==> src/rtl/enemy_wave_engine.sv <==
// Enemy-wave controller and sprite renderer.
// Each frame: erase every active enemy box, advance the enemies, redraw them
// through the sprite mask, then test the bottom edge. One pixel per clock
// goes to the VGA plot port. Frame timing is paced by a tick divider.
module enemy_wave_engine #(
  parameter int                         MAX_EN   = 10,
  parameter int                         SPR_W    = 5,
  parameter int                         SPR_H    = 5,
  parameter logic [SPR_W*SPR_H-1:0]     SPR_MASK = 25'h0047C84,
  parameter int                         SCREEN_H = 120,
  parameter int                         TICK_DIV = 1666667
) (
  input  logic                  clk,
  input  logic                  reset_n,
  input  logic                  start,
  input  logic [3:0]            enemy_count,
  input  logic [1:0]            flying_rate,
  input  logic [8*MAX_EN-1:0]   x_base,
  input  logic [MAX_EN-1:0]     destroy,
  output logic [7:0]            vga_x,
  output logic [7:0]            vga_y,
  output logic [2:0]            vga_colour,
  output logic                  vga_plot,
  output logic                  busy,
  output logic                  game_over
);

  localparam int SW = (MAX_EN > 1) ? $clog2(MAX_EN) : 1;
  localparam int RW = (SPR_H > 1) ? $clog2(SPR_H) : 1;
  localparam int CW = (SPR_W > 1) ? $clog2(SPR_W) : 1;
  localparam int PW = (SPR_W * SPR_H > 1) ? $clog2(SPR_W * SPR_H) : 1;
  localparam int TW = (TICK_DIV > 1) ? $clog2(TICK_DIV) : 1;

  localparam logic [2:0] S_IDLE  = 3'd0;
  localparam logic [2:0] S_ERASE = 3'd1;
  localparam logic [2:0] S_MOVE  = 3'd2;
  localparam logic [2:0] S_DRAW  = 3'd3;
  localparam logic [2:0] S_CHECK = 3'd4;
  localparam logic [2:0] S_WAIT  = 3'd5;
  localparam logic [2:0] S_OVER  = 3'd6;

  logic [2:0]        state_q;
  logic [SW-1:0]     slot_q;
  logic [RW-1:0]     row_q;
  logic [CW-1:0]     col_q;
  logic [PW-1:0]     pix_q;     // row*SPR_W+col, kept alongside row/col to index the mask
  logic [TW-1:0]     tick_q;
  logic [7:0]        y_q [MAX_EN];
  logic [MAX_EN-1:0] alive_q;
  logic [MAX_EN-1:0] pend_q;

  logic              scanning;
  logic              scan_last;
  logic [7:0]        sel_x;
  logic [7:0]        sel_y;
  logic              sel_alive;
  logic              edge_hit;
  logic [3:0]        n_clamped;
  logic [MAX_EN-1:0] alive_load;

  // Select the slot under the scan counters and evaluate the bottom-edge test.
  always_comb begin
    // NOTE: every always_comb output gets a default first so no path leaves it unassigned (no latch).
    sel_x     = '0;
    sel_y     = '0;
    sel_alive = 1'b0;
    edge_hit  = 1'b0;
    for (int i = 0; i < MAX_EN; i++) begin
      if (slot_q == SW'(i)) begin
        sel_x     = x_base[8*i +: 8];
        sel_y     = y_q[i];
        sel_alive = alive_q[i];
      end
      if (alive_q[i] && (10'(y_q[i]) + 10'(SPR_H) >= 10'(SCREEN_H)))
        edge_hit = 1'b1;
    end
  end

  // Wave size on start: clamp to the number of slots, enable the low n slots.
  always_comb begin
    n_clamped  = (enemy_count > 4'(MAX_EN)) ? 4'(MAX_EN) : enemy_count;
    alive_load = '0;
    for (int i = 0; i < MAX_EN; i++)
      alive_load[i] = (4'(i) < n_clamped);
  end

  assign scanning  = (state_q == S_ERASE) || (state_q == S_DRAW);
  assign scan_last = (slot_q == SW'(MAX_EN - 1)) && (row_q == RW'(SPR_H - 1)) &&
                     (col_q == CW'(SPR_W - 1));

  // Pixel port: coordinates only shown while scanning so idle outputs read 0.
  assign vga_plot   = scanning && sel_alive && ((state_q == S_ERASE) || SPR_MASK[pix_q]);
  assign vga_x      = scanning ? sel_x + 8'(col_q) : 8'd0;
  assign vga_y      = scanning ? sel_y + 8'(row_q) : 8'd0;
  assign vga_colour = (state_q == S_DRAW) ? 3'b111 : 3'b000;
  assign busy       = scanning || (state_q == S_MOVE) || (state_q == S_CHECK);
  assign game_over  = (state_q == S_OVER);

  // Frame sequencer, scan counters, enemy positions and pending destroys.
  always_ff @(posedge clk) begin
    // NOTE: sequential state uses non-blocking assignments only, so every register sees pre-edge values.
    if (!reset_n) begin
      state_q <= S_IDLE;
      slot_q  <= '0;
      row_q   <= '0;
      col_q   <= '0;
      pix_q   <= '0;
      tick_q  <= '0;
      alive_q <= '0;
      pend_q  <= '0;
      // NOTE: the position array is a handful of flops, not a RAM, so it is reset like any register.
      for (int i = 0; i < MAX_EN; i++) y_q[i] <= '0;
    end else begin
      // Destroy requests latch in any state; inactive slots cannot hold one.
      pend_q <= pend_q | (destroy & alive_q);
      case (state_q)
        S_IDLE, S_OVER: begin
          if (start) begin
            state_q <= S_DRAW;
            alive_q <= alive_load;
            pend_q  <= '0;
            slot_q  <= '0;
            row_q   <= '0;
            col_q   <= '0;
            pix_q   <= '0;
            for (int i = 0; i < MAX_EN; i++) y_q[i] <= '0;
          end
        end
        S_ERASE, S_DRAW: begin
          if (scan_last) begin
            state_q <= (state_q == S_ERASE) ? S_MOVE : S_CHECK;
            slot_q  <= '0;
            row_q   <= '0;
            col_q   <= '0;
            pix_q   <= '0;
          end else if (col_q == CW'(SPR_W - 1)) begin
            col_q <= '0;
            if (row_q == RW'(SPR_H - 1)) begin
              row_q  <= '0;
              pix_q  <= '0;
              slot_q <= slot_q + 1'b1;
            end else begin
              row_q <= row_q + 1'b1;
              pix_q <= pix_q + 1'b1;
            end
          end else begin
            col_q <= col_q + 1'b1;
            pix_q <= pix_q + 1'b1;
          end
        end
        S_MOVE: begin
          // Destroyed enemies respawn at the top; the rest fall by flying_rate.
          for (int i = 0; i < MAX_EN; i++) begin
            if (alive_q[i]) begin
              if (pend_q[i]) y_q[i] <= '0;
              else           y_q[i] <= y_q[i] + 8'(flying_rate);
            end
          end
          pend_q  <= destroy & alive_q;
          state_q <= S_DRAW;
        end
        S_CHECK: begin
          state_q <= edge_hit ? S_OVER : S_WAIT;
          tick_q  <= '0;
        end
        S_WAIT: begin
          if (tick_q == TW'(TICK_DIV - 1)) state_q <= S_ERASE;
          else                             tick_q  <= tick_q + 1'b1;
        end
        default: state_q <= S_IDLE;
      endcase
    end
  end

endmodule

==> config.mk <==
export PLATFORM = sky130hd
export DESIGN_NAME = enemy_wave_engine
export DESIGN_NICKNAME = d
export VERILOG_FILES = /design/src/rtl/enemy_wave_engine.sv
export SDC_FILE = /design/constraint.sdc
export NUM_CORES = 1
export LEC_CHECK = 0
export CELL_PAD_IN_SITES_DETAIL_PLACEMENT = 2
export CELL_PAD_IN_SITES_GLOBAL_PLACEMENT = 2
export CORE_UTILIZATION = 35
export CTS_CLUSTER_DIAMETER = 200
export DETAILED_ROUTE_END_ITERATION = 8
export GPL_ROUTABILITY_DRIVEN = 0
export PLACE_DENSITY_LB_ADDON = 0.3
export SYNTH_ARGS = -nofsm -noshare
export SYNTH_HDL_FRONTEND = slang
export SYNTH_SLANG_ARGS = --single-unit
==> constraint.sdc <==
create_clock -name clk -period 5.3 [get_ports clk]
set_input_delay 0.795 -clock clk [delete_from_list [all_inputs] [get_ports clk]]
set_output_delay 0.795 -clock clk [all_outputs]
set_load 0.01 [all_outputs]
Word-level counts from Yosys, hierarchy flattened:

Memories as Yosys holds them, arrays and structs flattened. A register that Yosys moved wholly into a read port is not among the register bits.
Index checks and enable logic that the tools add are counted.
Widths: inputs -> output; s select.

* $add $sub $neg: 27
* shift operators: 0
* divide/modulo/power cells: 0
* $lt $le $gt $ge: 22
* multiplexer cells: 210
* bitwise gates (word level): 32
* reductions and logical operators: 30
* $mul: 0
* eq/ne operators: 24

Operators by type and width (count)
* $mux 8: 52
* $mux 1: 126
* $add 8x3->9 const B: 10
* $ge 9x7->1 const B: 10
* $add 8x2->8: 10
* $pmux 21 s2: 1
* $mux 3: 11
* $mux 5: 6
* $or 1x1->1: 30
* $add 21x1->21 const B: 1
* $eq 21x21->1 const B: 1
* $mux 21: 1
* $mux 4: 5
* $pmux 10 s2: 1
* $add 8x3->8: 2
* $eq 4x3->1 const B: 4
* $lt 3x4->1 const A: 4
* $eq 3x3->1 const B: 5
* $pmux 3 s5: 1
* $logic_and 1x1->1: 14
* $pmux 3 s2: 2
* $and 10x10->10: 1
* $mux 10: 1
* $or 10x10->10: 1
* other kinds (26): 45

* memories kept: 2
* register bits after elaboration: 59
* output and inout port bits: 22
* logic and storage cells: 355
* memory bits (read-only): 32
* bits in writable memories: 80
* bits in latches: 0
* input bits: 99

Memory list
* y_q: depth 10, width 8, rd ports 10, clocked after memory_dff 0, write ports 10, line 48 `logic [7:0] y_q [MAX_EN];`
* (no name shown): depth 32, width 1, rd ports 1, clocked after memory_dff 1, write ports 0, line 92 `assign vga_plot = scanning && sel_alive && ((state_q == S_ERASE) || SPR_MASK[pix_q]);`

Depth between registers and ports, before layout:

Gate-level depths: netlist of run 1.

* depth in word-level cells: 15
* depth in mapped cells: 20
* gate-level depth less buffers: 18

Worst setup path after synthesis of run 1:

No wires, ideal clock.

* path kind: register -> output
* start: reg slot_q[0]
* end: out vga_y[6]
* required time: 4.505 ns
* cell stages (with the launch flop): 20
* setup slack: 1.192 ns
* buffers on the path: 4
* data arrival time: 3.313 ns
* cell sequence: dfxtp_1 inv_1 ha_1 buf_2 clkbuf_1 buf_2 clkbuf_1 a21oi_1 o21ai_0 o2111ai_1 a21oi_1 ha_1 inv_1 fa_1 inv_1 a21oi_1 a211oi_1 nand3_1 xnor2_1 nor2_1

* longest elaborated chain between the ends: 13
* elaborated cells between the ends (all ways): 22
* classes of those cells: add/sub (1); eq/ne (9); mux (11); reduce/logical (1)

RTL lines
* start: declaration: line 43 `logic [SW-1:0] slot_q;`
* start signal: assignment: line 141 `slot_q <= slot_q + 1'b1;`
* $logic_not 4->1: line 69 `if (slot_q == SW'(i)) begin`
* $mux 8 (9 in a row): line 69
* $mux 8 (*): line 69
* $add 8x3->8 (*): line 94 `assign vga_y = scanning ? sel_y + 8'(row_q) : 8'd0;`
* $mux 8 (*): line 94
* end: declaration: line 21 `output logic [7:0] vga_y,`

Every way passes the cells marked *; elsewhere a longest branch is shown, timed or not.

Final worst setup path of run 1:

* start: reg slot_q[0]
* end: out vga_y[5]

Same word-level chain as after synthesis.

==> impl_metrics.py, run 1 <==
metrics = {
    "outcome": {
        "status": "finished clean",
    },
    "drt": {
        "wl_per_cell_um": 24.4,
        "drt_iter0_markers": 503,
        "drc": 0,
        "via_count": 9206,
        "routed_via_density": 5.83,
        "dr.pass1.iters": 5,
        "finalWirelength_um": 38500,
        "ant_nets": 0,
    },
    "timing": {
        "fmax_mhz": 195,
        "setup_viol": 0,
        "hold_violations": 0,
        "period_share": 0.966,
        "fin_crit_ps": 5120,
        "slew_headroom": 0.350,
        "worstMarginPinSlew_ps": 974,
        "skew_ps": 14.8,
        "timing.hold.ws_ps": 461,
        "finalMaxSlewViolations": 0,
    },
    "worst_setup_path": {
        "startpoint_type": "flip-flop",
        "r2r_slack_ps": 2530,
        "r2r_cells": 6,
        "r2r_end": "tick_q[17]",
        "crit_type": "flip-flop to primary output",
        "cp-end-kind": "primary output",
        "endpoint": "vga_y[5]",
        "startpoint": "slot_q[0]",
        "reg2reg_from": "state_q[2]",
        "worst-path-max-fanout": 15,
        "cp.arrival_ps": 4330,
        "cp.required_ps": 4510,
    },
    "global_route": {
        "grt_max_degree": 36,
        "track_usage": 0.274,
        "grt_pass1_vias": 9902,
        "grt_overflow": 0,
        "grt_pass1_wl_um": 58400,
        "antenna_found_initial": 2,
    },
    "floorplanning": {
        "core_area_um2": 27000,
        "io_pins": 121,
        "initial_core_util": 0.358,
        "die_y_um": 168,
        "rows": 60,
        "die_area_um2": 28300,
        "die_w_um": 168,
    },
    "logic_synthesis": {
        "ys_seq_elements": 140,
        "synth_cell_types": 78,
        "yosys_warnings": 0,
        "yosysSeqAreaShare": 0.372,
        "syn_area_per_cell_um2": 8.72,
        "synthesis.nets": 1258,
        "netlist_instances": 1110,
        "synth_area_um2": 9680,
        "async_reset_ff_frac": 0,
        "synth-edff-count": 80,
        "ys.flop_type": "edfxtp_1",
    },
    "finish": {
        "final_nets": 1372,
        "drive_above_1_share": 0.0736,
        "fin_area_um2": 12100,
        "final_cells": 1579,
        "area_growth_pct": 24.5,
        "multi_input_area_um2": 5680,
        "seq_area_um2": 3610,
        "n_fill_cell": 2940,
    },
    "place": {
        "dp.cells": 1543,
        "dpl.hpwl_um": 27800,
        "postPlaceCellArea_um2": 11300,
        "port_buffers": 120,
    },
    "clock_network": {
        "ctsHoldBuffers": 0,
        "cts.htree.levels": 4,
        "clkTransAtPathRegs_ps": 60,
        "tritoncts": "yes",
        "root_buffer": "clkbuf_16",
        "clock_path_buffers": 2,
        "cts_buffers": 17,
        "clkLatencyLatePin_ps": 440,
        "numClockSinks": 140,
    },
    "power_and_ir_drop": {
        "power_uw": 3630,
        "ir_drop_uv": 187,
        "cellPowerDensity_nw_per_um2": 301,
        "power_leakage_uw": 0.00437,
    },
    "job": {
        "cap_violations": 0,
    },
    "worst_hold_path": {
        "hold_path_startpoint": "pend_q[4]",
        "hold_class": "flip-flop to flip-flop",
    },
}
## synth_stat cells, types with 15 or more instances
master    instances  area, um^2
nor3_1           21         105
nand3_1          41         205
a211oi_1         22         165
inv_1            55         206
a221oi_1         15         131
nand2_1          84         315
nor2_1          178         668
xnor2_1          45         394
dfxtp_1          60        1200
edfxtp_1         80        2400
a21oi_1          70         350
xor2_1           57         499
clkbuf_1         26        97.6
o22ai_1          15        93.8
ha_1             37         463
buf_2            20         100
nor2b_1          29         181
nand3b_1         22         165
o21ai_0          38         190
## layout make-up
cell class / instances / area share
timing repair buffer: 151 / 0.124
sequential: 140 / 0.299
tap: 341 / 0.0354
multi-input combinational: 858 / 0.471
antenna: 1 / 0.000208
clock inverter: 13 / 0.0133
clock buffer: 19 / 0.0385
inverter: 56 / 0.0176
## layer usage
metal	wire (um)	GRT usage
met1	16400	0.336
met2	18800	0.470
met3	1900	0.0484
met4	1420	0.121
met5	13	0
## cell usage in the layout (no fill, tap or decap), drive strengths merged, types with 20 or more instances in the layout
cell type and n:
xnor2 45, nor3 22, nand3 41, nand2 84
clkdlybuf4s50 118, dfxtp 60, a211oi 23, nand3b 22
buf 30, nor2 179, edfxtp 80, nor2b 29
o21ai 40, xor2 57, clkbuf 20, ha 37
inv 65, a21oi 71
## what timing repair did
| item | in CTS | in global routing |
|---|---|---|
| pin swaps | 0 | 4 |
| resized for setup | 3 | 16 |
| setup buffers | 0 | 2 |
| endpoints found under the setup margin | 3 | 6 |
| cloned | 0 | 1 |
## power breakdown
group	total (uW)	internal (uW)	switching, uW	leakage [uW]
clock	1290	718	575	0.000310
sequential	1390	1250	140	0.00134
combinational	945	400	544	0.00271
total	3630	2370	1260	0.00437
## per-stage QoR
stage	util	setup TNS, ps	setup slack, ps
2_1_floorplan	-	0	1190
3_3_place_gp	0.418	0	464
3_5_place_dp	0.418	0	365
4_1_cts	0.442	0	16.4
5_1_grt	0.446	-6.91	-6.91
6_report	0.446	0	179
## state kept, by name (all words and copies together), names as in the netlist, named ones only
register,count
slot_q,4
pend_q,10
tick_q,21
alive_q,10
y_q,80
state_q,3
col_q,3
row_q,3
pix_q,5
## worst max-delay path, cell delays in order (launching register included)
cell,delay [ps]
dfxtp_2,360
inv_1,170
ha_4,230
buf_12,180
and3b_1,440
nand2_1,330
o22ai_1,260
nor2_1,110
ha_1,360
a21oi_1,120
a211oi_2,340
nand2_1,110
xor2_1,150
nor2_1,150
clkdlybuf4s50_1,560
## cell families (layout without fill, tap and decap cells)
| family | after synthesis | after routing | synth area share |
|---|---|---|---|
| AO/OA/AOI/OAI | 258 | 258 | 0.192 |
| XOR/XNOR | 102 | 102 | 0.0923 |
| adder cells (fa/ha/maj) | 49 | 49 | 0.0727 |
| buffers and inverters | 112 | 239 | 0.0476 |
| flip-flops | 140 | 140 | 0.372 |
| multiplexers | 3 | 3 | 0.00310 |
| other | 0 | 1 | 0 |
| AND/OR/NAND/NOR | 446 | 446 | 0.220 |
## worst min path at each step
stage | slack [ps] | endpoint | cells past startpoint
after detailed placement | 450 | pend_q[4] | 1
after global placement | 440 | pend_q[9] | 1
after CTS | 460 | pend_q[4] | 1
final | 460 | pend_q[4] | 1
after global routing | 470 | pend_q[4] | 1
after floorplan | 430 | pend_q[0] | 1
Note: power is estimated with default switching activity, not from simulation.
==> run 2, diff against run 1 <==
Settings changed: HOLD_SLACK_MARGIN from default to 0.15.
==> results of run 2 <==
Same layout as run 1: the final DEF is identical, and so are final timing and power.
